File: config.mk
export PLATFORM = sky130hd
export DESIGN_NAME = ft245_frame_tx_flat
export DESIGN_NICKNAME = d
export VERILOG_FILES = /design/src/rtl/ft245_frame_tx_pkg.sv /design/src/rtl/ft245_frame_tx_if.sv /design/src/rtl/ft245_frame_tx.sv /design/src/flat_wrapper.sv
export SDC_FILE = /design/constraint.sdc
export NUM_CORES = 1
export LEC_CHECK = 0
export BUFFER_PORTS_ARGS = -buffer_cell sky130_fd_sc_hd__buf_2
export CAP_MARGIN = 20
export CORE_UTILIZATION = 51
export CTS_CLUSTER_DIAMETER = 30
export DETAILED_ROUTE_END_ITERATION = 8
export PLACE_DENSITY = 0.75
export SYNTH_ARGS = -nofsm -noshare
export SYNTH_HDL_FRONTEND = slang
export SYNTH_SLANG_ARGS = --single-unit
File: constraint.sdc
create_clock -name CLK -period 2 [get_ports CLK]
set_input_delay 0.4 -clock CLK [delete_from_list [all_inputs] [get_ports CLK]]
set_output_delay 0.4 -clock CLK [all_outputs]
set_load 0.05 [all_outputs]
File: src/rtl/ft245_frame_tx_pkg.sv
// Shared FT245 host-link framing constants, used by both the TX frame
// builder and the RX command parser.
package ft245_frame_tx_pkg;

  localparam logic [7:0] SOF = 8'hFE;

  localparam logic [3:0] CMD_START_ADC    = 4'd1;
  localparam logic [3:0] CMD_POLL_STATUS  = 4'd2;
  localparam logic [3:0] CMD_SET_ADF_FREQ = 4'd3;
  localparam logic [3:0] CMD_SAMPLING_CLK = 4'd4;

  localparam int         FRAME_LEN = 7;
  localparam logic [2:0] LAST_IDX  = 3'(FRAME_LEN - 1);

  localparam logic [1:0] ST_IDLE      = 2'd0;
  localparam logic [1:0] ST_WAIT_RDY  = 2'd1;
  localparam logic [1:0] ST_WAIT_DONE = 2'd2;

endpackage

File: src/rtl/ft245_frame_tx_if.sv
// Byte handshake between the frame builder (master) and the FT245RL core.
// TX_EN strobes TX_DATA for one cycle, only issued while TX_VALID (busy) is
// low; the core answers each byte with a one-cycle TX_DONE.
interface ft245_frame_tx_if;
  logic       TX_EN;
  logic [7:0] TX_DATA;
  logic       TX_VALID;
  logic       TX_DONE;

  modport master (output TX_EN, output TX_DATA, input TX_VALID, input TX_DONE);
  modport slave  (input TX_EN, input TX_DATA, output TX_VALID, output TX_DONE);
endinterface

File: src/rtl/ft245_frame_tx.sv
// Builds one 7-byte response frame (SOF, CMD, 4 payload bytes LSB first,
// XOR checksum) per request and streams it into the FT245RL TX handshake.
module ft245_frame_tx
  import ft245_frame_tx_pkg::*;
#(
  parameter logic [7:0]  SOF_BYTE       = SOF,
  parameter logic [15:0] TIMEOUT_CYCLES = 16'd50000
) (
  input  logic               CLK,
  input  logic               RST,
  input  logic               FRAME_START,
  input  logic [3:0]         FRAME_CMD,
  input  logic [31:0]        FRAME_PAYLOAD,
  output logic               BUSY,
  output logic               FRAME_DONE,
  output logic               FRAME_ERR,
  output logic [1:0]         DBG_STATE,
  ft245_frame_tx_if.master   tx
);

  logic [1:0]  state_q, state_d;
  logic [2:0]  idx_q, idx_d;
  logic [7:0]  ck_q, ck_d;
  logic [3:0]  cmd_q, cmd_d;
  logic [31:0] pay_q, pay_d;
  logic [15:0] cnt_q, cnt_d;
  logic        busy_q, busy_d;
  logic        done_q, done_d;
  logic        err_q, err_d;
  logic        tx_en_q, tx_en_d;
  logic [7:0]  tx_data_q, tx_data_d;
  logic [7:0]  cur_byte;

  always_comb begin
    case (idx_q)
      3'd0:    cur_byte = SOF_BYTE;
      3'd1:    cur_byte = {4'h0, cmd_q};
      3'd2:    cur_byte = pay_q[7:0];
      3'd3:    cur_byte = pay_q[15:8];
      3'd4:    cur_byte = pay_q[23:16];
      3'd5:    cur_byte = pay_q[31:24];
      default: cur_byte = ck_q;
    endcase
  end

  always_comb begin
    state_d   = state_q;
    idx_d     = idx_q;
    ck_d      = ck_q;
    cmd_d     = cmd_q;
    pay_d     = pay_q;
    cnt_d     = cnt_q;
    busy_d    = busy_q;
    done_d    = 1'b0;
    err_d     = 1'b0;
    tx_en_d   = 1'b0;
    tx_data_d = tx_data_q;
    case (state_q)
      ST_IDLE: begin
        // The completion cycle is still IDLE, but a request there must not start a frame.
        if (FRAME_START && !done_q && !err_q) begin
          cmd_d   = FRAME_CMD;
          pay_d   = FRAME_PAYLOAD;
          idx_d   = 3'd0;
          ck_d    = 8'h00;
          busy_d  = 1'b1;
          state_d = ST_WAIT_RDY;
        end
      end
      ST_WAIT_RDY: begin
        if (!tx.TX_VALID) begin
          tx_data_d = cur_byte;
          tx_en_d   = 1'b1;
          if (idx_q >= 3'd1 && idx_q <= 3'd5) ck_d = ck_q ^ cur_byte;
          cnt_d     = 16'd0;
          state_d   = ST_WAIT_DONE;
        end
      end
      ST_WAIT_DONE: begin
        // TX_DONE takes priority over a timeout expiring in the same cycle.
        if (tx.TX_DONE) begin
          if (idx_q == LAST_IDX) begin
            done_d  = 1'b1;
            busy_d  = 1'b0;
            state_d = ST_IDLE;
          end else begin
            idx_d   = idx_q + 3'd1;
            state_d = ST_WAIT_RDY;
          end
        end else if (TIMEOUT_CYCLES != 16'd0 && cnt_q == TIMEOUT_CYCLES - 16'd1) begin
          err_d   = 1'b1;
          busy_d  = 1'b0;
          state_d = ST_IDLE;
        end else begin
          cnt_d = cnt_q + 16'd1;
        end
      end
      default: begin
        busy_d  = 1'b0;
        state_d = ST_IDLE;
      end
    endcase
  end

  always_ff @(posedge CLK) begin
    if (RST) begin
      state_q   <= ST_IDLE;
      idx_q     <= 3'd0;
      ck_q      <= 8'h00;
      cmd_q     <= 4'h0;
      pay_q     <= 32'h0;
      cnt_q     <= 16'd0;
      busy_q    <= 1'b0;
      done_q    <= 1'b0;
      err_q     <= 1'b0;
      tx_en_q   <= 1'b0;
      tx_data_q <= 8'h00;
    end else begin
      state_q   <= state_d;
      idx_q     <= idx_d;
      ck_q      <= ck_d;
      cmd_q     <= cmd_d;
      pay_q     <= pay_d;
      cnt_q     <= cnt_d;
      busy_q    <= busy_d;
      done_q    <= done_d;
      err_q     <= err_d;
      tx_en_q   <= tx_en_d;
      tx_data_q <= tx_data_d;
    end
  end

  assign BUSY       = busy_q;
  assign FRAME_DONE = done_q;
  assign FRAME_ERR  = err_q;
  assign DBG_STATE  = state_q;
  assign tx.TX_EN   = tx_en_q;
  assign tx.TX_DATA = tx_data_q;

endmodule

File: src/flat_wrapper.sv
// flat-port wrapper written by rule: the top's interface ports become plain ports
module ft245_frame_tx_flat import ft245_frame_tx_pkg::*;
#(
  parameter logic [7:0]  SOF_BYTE       = SOF,
  parameter logic [15:0] TIMEOUT_CYCLES = 16'd50000
)
  (CLK, RST, FRAME_START, FRAME_CMD, FRAME_PAYLOAD, BUSY, FRAME_DONE, FRAME_ERR, DBG_STATE, tx_TX_EN, tx_TX_DATA, tx_TX_VALID, tx_TX_DONE);
  ft245_frame_tx_if tx_i ();
  input  logic CLK;
  input  logic RST;
  input  logic FRAME_START;
  input  logic [3:0] FRAME_CMD;
  input  logic [31:0] FRAME_PAYLOAD;
  output logic BUSY;
  output logic FRAME_DONE;
  output logic FRAME_ERR;
  output logic [1:0] DBG_STATE;
  output wire logic [$bits(tx_i.TX_EN)-1:0] tx_TX_EN;
  output wire logic [$bits(tx_i.TX_DATA)-1:0] tx_TX_DATA;
  input wire logic [$bits(tx_i.TX_VALID)-1:0] tx_TX_VALID;
  input wire logic [$bits(tx_i.TX_DONE)-1:0] tx_TX_DONE;
  assign tx_TX_EN = tx_i.TX_EN;
  assign tx_TX_DATA = tx_i.TX_DATA;
  assign tx_i.TX_VALID = tx_TX_VALID;
  assign tx_i.TX_DONE = tx_TX_DONE;
  ft245_frame_tx #(.SOF_BYTE(SOF_BYTE), .TIMEOUT_CYCLES(TIMEOUT_CYCLES)) u_core (.CLK(CLK), .RST(RST), .FRAME_START(FRAME_START), .FRAME_CMD(FRAME_CMD), .FRAME_PAYLOAD(FRAME_PAYLOAD), .BUSY(BUSY), .FRAME_DONE(FRAME_DONE), .FRAME_ERR(FRAME_ERR), .DBG_STATE(DBG_STATE), .tx(tx_i));
endmodule
==> results.cfg <==
[status]
status = finished, violations left
violations = design-rule violations

[min_path]
hold_path_end = u_core.pay_q[4]$_SDFFE_PP0P_
hold-path-cell-count = 3
hp-class = in -> reg
min-delay-start = FRAME_PAYLOAD[4]

[global_routing]
antenna_found_initial = 0
grt_remaining_overflow = 0
grt_pass1_vias = 2984
track_usage = 0.254
grt_max_degree = 38
grt_pass1_wl_um = 14400

[logic_synthesis]
yosysSeqAreaShare = 0.441
async_flop_share = 0
synth_cell_types = 53
netlist_area_mm2 = 0.00350
yosys.area.top_type = dfxtp_1
syn_inst = 440
syn_avg_cell_area_um2 = 7.95
netlist.area_leader.share = 0.441
ys.warnings.count = 0
synth_edf_count = 0
ys.flop_type = dfxtp_1
ys_ff_latch = 77
synth_area_leaders = dfxtp_1, nand2_1, a21oi_1
synth_nets = 487

[floorplan]
die_x_um = 84.8
dieArea_mm2 = 0.00719
rows = 29
initial_core_util = 0.538
ios = 55
die_h_um = 84.8
core_mm2 = 0.00649

[clock_tree]
h-tree-depth = 3
cts_hold_buf = 0
cts_root_buf = clkbuf_8
cts_setup_buffers = 0
clk_path_buf_depth = 2
path_clk_slew_ps = 80
cts_tree = yes
numCtsBuffers = 9
insertion_delay_ps = 350
cts_sinks = 77

[worst_setup_path]
arrival_ps = 2130
r2r-end = u_core.ck_q[2]$_SDFFE_PP0P_
worst-path-max-fanout = 8
r2r_setup_slack_ps = 150
crit_required_ps = 2280
rr_startpoint = u_core.idx_q[1]$_SDFFE_PP0P_
crit_type = reg -> reg
critPathCaptureType = flip-flop
start_kind = flip-flop
rr_worst_depth = 8

[cells_and_area]
fillerInstances = 576
drive_above_1_share = 0.224
area_growth_pct = 20.3
antennaDiodeCount = 0
fin_util = 0.647
nets = 550
post-route-cell-area_mm2 = 0.00420

[detailed_routing]
num_vias = 3334
routed_via_density = 5.70
wire_per_inst_um = 14.3
first_pass_iters = 9
drt-total-wl_um = 8380
drc_errors = 3
antenna_left = 0
drt_iter0_markers = 261

[pwr]
p_int_uw = 2520
p_clk_frac = 0.383
p_switching_uw = 854
pwr-share-seq = 0.494
power.density_mw_per_mm2 = 802
power.leakage_uw = 0.00161
share_comb_of_total_power = 0.123
ir_worst_vdd_mv = 0.480
p_sw_frac = 0.253

[timing]
setup_tns_ps = 0
max_freq_ghz = 0.540
setup_viol = 0
whs_ps = 277
period_share = 0.926
period_minus_slack_ps = 1850
relSlewSlack = 0.683
tightest_slew_ps = 474
slew_viol_final = 0
rsz0062_at_grt = yes
hold_viol = 0
clock_skew_ps = 4.81

[placed_design]
post_dp_cell_area_mm2 = 0.00394
post-dp-hpwl_um = 6280
io_buffers = 54
place_congestion = 0.888

[flow_run]
maxCapViolCount = 0
-- worst max-delay path: stages (launching register included) --
cell and delay, ps:
dfxtp_2 350, inv_1 100, ha_2 240, buf_4 170, nand2_1 60, a32oi_1 290
o22ai_1 130, or3_1 310, a21oi_1 130
-- per-stage QoR --
step,setup slack [ps],cells,power (uW)
2_1_floorplan,-6.62,440,1970
3_3_place_gp,91.5,569,2100
3_5_place_dp,6.25,569,2110
4_1_cts,23.6,585,3380
5_1_grt,-7.97,585,3520
6_report,147,585,3370
-- worst max path at each step --
stage	startpoint	endpoint	slack (ps)	cells past startpoint
floorplan	u_core.idx_q[1]$_SDFFE_PP0P_	u_core.ck_q[0]$_SDFFE_PP0P_	-7	9
CTS	u_core.cnt_q[0]$_SDFFE_PP0P_	u_core.cnt_q[6]$_SDFFE_PP0P_	20	7
detailed placement	u_core.idx_q[0]$_SDFFE_PP0P_	u_core.ck_q[3]$_SDFFE_PP0P_	6	7
finish	u_core.idx_q[1]$_SDFFE_PP0P_	u_core.ck_q[2]$_SDFFE_PP0P_	150	8
global route	u_core.idx_q[1]$_SDFFE_PP0P_	u_core.ck_q[6]$_SDFFE_PP0P_	-8	8
global placement	u_core.idx_q[0]$_SDFFE_PP0P_	u_core.ck_q[3]$_SDFFE_PP0P_	90	7
-- power groups by stage --
stage | clock (uW) | sequential [uW] | combinational, uW
2_1_floorplan | 0 | 1740 | 235
3_3_place_gp | 0 | 1700 | 403
3_5_place_dp | 0 | 1700 | 411
4_1_cts | 1310 | 1660 | 413
5_1_grt | 1390 | 1670 | 464
6_report | 1290 | 1670 | 416
-- cells by family after synthesis --
kind of cell,share of synthesized area
AND/OR/NAND/NOR,0.265
adder cells (fa/ha/maj),0.0215
AO/OA/AOI/OAI,0.198
flip-flops,0.441
XOR/XNOR,0.0251
buffers and inverters,0.0444
multiplexers,0.00573
-- layout by cell type, fill, tap and decap left out, types with 3 or more instances in the layout --
cell type,n
nand2_1,97
dfxtp_1,74
a21oi_1,58
buf_2,54
nor2_1,32
buf_4,25
clkbuf_8,14
inv_1,12
nor3_1,12
o21ai_0,11
or3_1,9
xnor2_1,7
a22oi_1,6
nand4_1,6
a221oi_1,4
nand3_1,4
o21a_1,4
o221ai_1,3
nor2b_1,3
a32o_1,3
o22ai_1,3
a211oi_1,3
o31ai_1,3
or4_1,3
and3_1,3
xor2_1,3
nor4_1,3
ha_1,3
ha_2,3
dfxtp_2,3
-- registers in the layout, summed over array words and instances (netlist names) --
| name | flops |
|---|---|
| u_core.FRAME_DONE | 1 |
| u_core.BUSY | 1 |
| u_core.FRAME_ERR | 1 |
| u_core.cnt_q | 16 |
| u_core.idx_q | 3 |
| u_core.tx.TX_EN | 1 |
| u_core.pay_q | 32 |
| u_core.ck_q | 8 |
| u_core.DBG_STATE | 2 |
| u_core.cmd_q | 4 |
| u_core.tx.TX_DATA | 8 |
-- synth_stat cells (4+ instances only) --
master,n
nand4_1,6
buf_2,7
nand3_1,4
o21ai_0,11
a221oi_1,6
o221ai_1,4
ha_1,6
xnor2_1,7
a22oi_1,6
a21oi_1,59
nor2_1,32
o21a_1,4
clkbuf_1,20
nand2_1,97
dfxtp_1,77
nor3_1,12
inv_1,12
or3_1,9
-- layer usage --
layer / wire length, um / GRT usage / vias to the layer above / part of all wire
met5: 0 / 0 / - / 0
met4: 124 / 0.0678 / 0 / 0.015
met3: 552 / 0.0610 / 14 / 0.066
met2: 3730 / 0.390 / 129 / 0.44
met1: 3970 / 0.360 / 1517 / 0.47
li1: - / - / 1674 / -
-- what timing repair did --
action	CTS	global route
resized for setup	1	8
endpoints found under the setup margin	1	15
pin swaps	0	1
-- area by class of cell --
| type | instances | area (um2) | area share |
|---|---|---|---|
| multi-input cells | 324 | 1830 | 0.435 |
| flip-flops and latches | 77 | 1550 | 0.368 |
| repair buffers | 79 | 458 | 0.109 |
| clock buffers | 14 | 193 | 0.0458 |
| well taps | 77 | 96.3 | 0.0229 |
| inverters | 12 | 45.0 | 0.0107 |
| clock inverters | 2 | 37.5 | 0.00893 |
Note: power is estimated with default switching activity, not from simulation.
